===== src/rtl/fifo_wr_arbiter.sv =====
// Two-producer write arbiter for syn_fifo: round-robin with burst lock of up to BURST_LEN words.
// Optional per-source transfer counters are enabled with `define FIFO_ARB_STATS_EN.
module fifo_wr_arbiter #(
  parameter int DATA_W    = 16,
  parameter int BURST_LEN = 8,
  parameter int BCNT_W    = 4
) (
  input  logic              sys_clk,
  input  logic              sys_rst_n,
  input  logic              src0_req,
  input  logic [DATA_W-1:0] src0_data,
  output logic              src0_ack,
  input  logic              src1_req,
  input  logic [DATA_W-1:0] src1_data,
  output logic              src1_ack,
  input  logic              fifo_full,
  output logic              fifo_wr_req,
  output logic [DATA_W-1:0] fifo_data_in,
`ifdef FIFO_ARB_STATS_EN
  output logic [1:0]        gnt,
  output logic [31:0]       src0_words,
  output logic [31:0]       src1_words
`else
  output logic [1:0]        gnt
`endif
);

  typedef enum logic [1:0] {
    IDLE = 2'b00,
    OWN0 = 2'b01,
    OWN1 = 2'b10
  } state_t;

  localparam logic [BCNT_W-1:0] BURST_LAST = BCNT_W'(BURST_LEN - 1);

  state_t            state_q, state_d;
  logic [BCNT_W-1:0] bcnt_q, bcnt_d;
  logic              last_q, last_d;

  logic own_req;
  logic xfer;

  // A word moves only while the owner requests and the FIFO has room.
  assign own_req = ((state_q == OWN0) && src0_req) || ((state_q == OWN1) && src1_req);
  assign xfer    = own_req && !fifo_full;

  always_ff @(posedge sys_clk) begin
    if (!sys_rst_n) begin
      state_q <= IDLE;
      bcnt_q  <= '0;
      last_q  <= 1'b1;
    end else begin
      state_q <= state_d;
      bcnt_q  <= bcnt_d;
      last_q  <= last_d;
    end
  end

  always_comb begin
    state_d = state_q;
    bcnt_d  = bcnt_q;
    last_d  = last_q;
    case (state_q)
      IDLE: begin
        // last_q==1 means src1 was served last, so src0 wins a tie.
        if (src0_req && (!src1_req || last_q)) state_d = OWN0;
        else if (src1_req)                     state_d = OWN1;
      end
      OWN0, OWN1: begin
        if (!own_req || (xfer && (bcnt_q == BURST_LAST))) begin
          state_d = IDLE;
          bcnt_d  = '0;
          last_d  = (state_q == OWN1);
        end else if (xfer) begin
          bcnt_d = bcnt_q + BCNT_W'(1);
        end
      end
      default: state_d = IDLE;
    endcase
  end

  always_comb begin
    gnt          = 2'b00;
    src0_ack     = 1'b0;
    src1_ack     = 1'b0;
    fifo_wr_req  = 1'b0;
    fifo_data_in = '0;
    case (state_q)
      OWN0: begin
        gnt         = 2'b01;
        src0_ack    = xfer;
        fifo_wr_req = xfer;
        if (xfer) fifo_data_in = src0_data;
      end
      OWN1: begin
        gnt         = 2'b10;
        src1_ack    = xfer;
        fifo_wr_req = xfer;
        if (xfer) fifo_data_in = src1_data;
      end
      default: ;
    endcase
  end

`ifdef FIFO_ARB_STATS_EN
  logic [31:0] src0_words_q, src0_words_d;
  logic [31:0] src1_words_q, src1_words_d;

  always_comb begin
    src0_words_d = src0_words_q;
    src1_words_d = src1_words_q;
    if (xfer && (state_q == OWN0)) src0_words_d = src0_words_q + 32'd1;
    if (xfer && (state_q == OWN1)) src1_words_d = src1_words_q + 32'd1;
  end

  always_ff @(posedge sys_clk) begin
    if (!sys_rst_n) begin
      src0_words_q <= '0;
      src1_words_q <= '0;
    end else begin
      src0_words_q <= src0_words_d;
      src1_words_q <= src1_words_d;
    end
  end

  assign src0_words = src0_words_q;
  assign src1_words = src1_words_q;
`endif

endmodule

===== config.mk =====
export PLATFORM = sky130hd
export DESIGN_NAME = fifo_wr_arbiter
export DESIGN_NICKNAME = d
export VERILOG_FILES = /design/src/rtl/fifo_wr_arbiter.sv
export SDC_FILE = /design/constraint.sdc
export NUM_CORES = 1
export LEC_CHECK = 0
export BUFFER_PORTS_ARGS = -buffer_cell sky130_fd_sc_hd__buf_2
export CAP_MARGIN = 20
export CORE_MARGIN = 4
export CORE_UTILIZATION = 41
export CTS_CLUSTER_DIAMETER = 40
export DETAILED_ROUTE_END_ITERATION = 7
export GPL_TIMING_DRIVEN = 0
export PLACE_DENSITY_LB_ADDON = 0.2
export SLEW_MARGIN = 15
export SYNTH_ARGS = -nofsm -noshare
export SYNTH_HDL_FRONTEND = slang
export SYNTH_SLANG_ARGS = --single-unit

===== constraint.sdc =====
create_clock -name sys_clk -period 3.2 [get_ports sys_clk]
set_input_delay 0.48 -clock sys_clk [delete_from_list [all_inputs] [get_ports sys_clk]]
set_output_delay 0.48 -clock sys_clk [all_outputs]
set_load 0.05 [all_outputs]

==> impl_metrics.toml <==
[sta]
setup-violations-final = 0
setup_ws_ns = 0.5721
min_period_over_period_pct = 82.12
timing.max_slew.rel_slack_pct = 66.02
fin_tns_setup_ns = 0
finalHoldViolations = 0
worst_pin_slew_ns = 0.5075
finalHoldWorstSlack_ns = 0.4905
clock.fmax_mhz = 380.5
post-route-min-period_ns = 2.628
timing.clock.skew_ns = 0.0007459
rsz0062_at_grt = "false"
drv_slew = 0

[clocking]
clkTransAtPathRegs_ns = 0.05
tritoncts = "built"
h-tree-depth = 1
clkLatencyLatePin_ns = 0.25
postCtsSetupRepairBufs = 0
clock-sinks = 7
ctsLongestPathBuffers = 2
hold_buffers = 0
cts.repair.resized = 0
number_of_buffers_added_by_the_clock_tree_synthesis_step = 3
cts_root_buf = "sky130_fd_sc_hd__clkbuf_4"

[logic_synthesis]
xor_xnor_fraction_of_synth_area_pct = 0
postSynthRegisterBits = 7
syn_nets = 133
gate_count_after_technology_mapping = 91
yosysUniqueCellTypes = 24
yosysTopAreaCellShare_pct = 19.41
yosysSeqAreaShare_pct = 19.41
synth_area_per_cell_um2 = 7.933
synthSimpleGateAreaFrac_pct = 34.14
async_reset_ff_share_pct = 0
synth.largest_area_cell = "sky130_fd_sc_hd__dfxtp_1"
synth.area.mux_share_pct = 2.773
synth_common_cells = "sky130_fd_sc_hd__nor2b_1 (19), sky130_fd_sc_hd__a22oi_1 (18), sky130_fd_sc_hd__dfxtp_1 (7)"
main_combinational_cell_family_by_area_after_synthesis = "simple AND/OR/NAND/NOR gates"
synth_fa_ha_area_share_pct = 8.666
ys.flop_type = "sky130_fd_sc_hd__dfxtp_1"
synth_most_common_cell = "sky130_fd_sc_hd__nor2b_1"
synth_compound_gate_area_share_pct = 27.73
ys.warnings.count = 0
yosys-top-cells-area = "sky130_fd_sc_hd__dfxtp_1 (19%), sky130_fd_sc_hd__a22oi_1 (19%), sky130_fd_sc_hd__nor2b_1 (16%)"
synth_enable_flop_cells = 0
syn_area_um2 = 721.9

[place]
gp_congestion = 0.7977
port-buffer-count = 56
preCtsSetupSlack_ns = 0.8331
placedInstanceArea_um2 = 1022
dpl.hpwl_um = 1810

[route]
topRoutingLayerUsed = "met4"
detailroute.via_count = 902
initialDrtViolationCount = 17
routedWlPerCell_um = 12.79
routed_wire_length_on_met2_um = 1013
routed_via_density = 5.401
routed-wl-met3_um = 246
wirelength_um = 2136
drt_pass1_iterations = 4
detail_route.drc_violations = 0
drtAntennaViolNets = 0
m1WireLength_um = 846

[setup_path]
start_kind = "register"
critical_path_arrival_ns = 2.15
crit_path_kind = "register to output pin"
maximum_fanout_along_the_worst_path = 10
setup.worst_path.end_class = "output pin"
worst-r2r-cell-count = 6
worst-endpoint-required_ns = 2.72
worst_setup_path_startpoint = "state_q[0]"
worst_r2r_startpoint = "state_q[1]"
r2r-end = "state_q[1]"
timing.critical_path.to = "fifo_data_in[6]"
r2r_setup_slack_ns = 1.45

[floorplan]
die_w_um = 49.96
floorplan.io_pins = 58
initial_utilization_pct = 45.79
fp.dieH_um = 49.96
fp.coreArea_um2 = 1577
cell_row_count = 14
design.die.area_um2 = 2496

[layout]
finish.utilization_pct = 66.51
antenna_cells_inserted = 0
area_of_the_multi_input_gates_um2 = 529.3
stdcell_area_um2 = 1049
area.growth.synth_to_final_pct = 45.23
nets = 194
ff_latch_area_um2 = 140.1
fill_cell_count = 150
drive_gt1_share_pct = 43.05

[power]
worst_ir_drop_vdd_v = 0.0003146
p_leak_uw = 0.0005007
pwr_density_cell_nw_per_um2 = 341.8

[global_route]
wire_length_of_the_first_global_routing_pass_um = 3615
grt_max_degree = 11
grt_use_total_pct = 18.10
grt_remaining_overflow = 0
number_of_global_route_vias_before_repair = 832
grt_antenna_before_repair = 0

[run]
max-cap-violations = 0

[hold_path]
hold_path.class = "register to register"

[run_status]
status = "completed"
## registers in the layout (all words and copies together) (netlist names)
signal   count
state_q      2
last_q       1
bcnt_q       4
## layout by cell type, fill, tap and decap left out, drive strengths merged
| cell | count |
|---|---|
| and4bb | 1 |
| clkbuf | 6 |
| dfxtp | 7 |
| mux2i | 2 |
| nor3 | 1 |
| a32oi | 1 |
| nand2 | 5 |
| inv | 5 |
| a22oi | 18 |
| o32ai | 1 |
| ha | 5 |
| buf | 59 |
| a21oi | 4 |
| nor2 | 2 |
| nor3b | 4 |
| nor2b | 19 |
| nand3 | 3 |
| nor4bb | 1 |
| o21ai | 4 |
| and2b | 1 |
| o211ai | 1 |
| and2 | 1 |
## layer usage
layer	GRT usage (%)	vias to the layer above
met5	0	-
met4	6.912	0
met3	4.518	4
met2	31.94	40
met1	20.65	407
li1	-	451
## worst min path at each step
| stage | start | depth (start not counted) | end |
|---|---|---|---|
| 4_1_cts | last_q | 2 | last_q |
| 3_3_place_gp | last_q | 2 | last_q |
| 5_1_grt | state_q[0] | 2 | state_q[0] |
| 3_5_place_dp | last_q | 2 | last_q |
| 6_report | last_q | 2 | last_q |
| 2_1_floorplan | last_q | 2 | last_q |
## worst max-delay path: stages, from the launching register on
cell and delay [ns]:
sky130_fd_sc_hd__dfxtp_1 0.32, sky130_fd_sc_hd__inv_1 0.11, sky130_fd_sc_hd__ha_1 0.23, sky130_fd_sc_hd__a21oi_1 0.09, sky130_fd_sc_hd__nor3b_2 0.45, sky130_fd_sc_hd__buf_6 0.21, sky130_fd_sc_hd__a22oi_1 0.10, sky130_fd_sc_hd__nor2b_1 0.12
sky130_fd_sc_hd__buf_2 0.28
## cell families (layout without fill, tap and decap cells)
family / count (synthesis) / in the layout
and+or+nand+nor: 38 / 38
adders and majority gates: 5 / 5
AOI/OAI and AO/OA: 29 / 29
DFF: 7 / 7
muxes: 2 / 2
buffers and inverters: 10 / 70
## power by group
group	switching, uW	total (uW)	internal (uW)
Clock	31.6	79.1	47.5
Sequential	5.90	101	94.8
Combinational	105	179	74.0
Total	142	358	216
## final cells by class
type	count	share of cell area, %
multi-input cells	74	50.48
well taps	16	1.909
inverters	5	1.790
clock buffers	4	2.506
repair buffers	56	26.73
flip-flops and latches	7	13.37
plain buffers	5	3.222
## metrics by stage
stage,cells,power (uW)
floorplan,91,232.2
global placement,163,277.6
detailed placement,163,282.3
CTS,167,365.2
global route,167,390.4
finish,167,358.4
(Power assumes the default switching activity.)
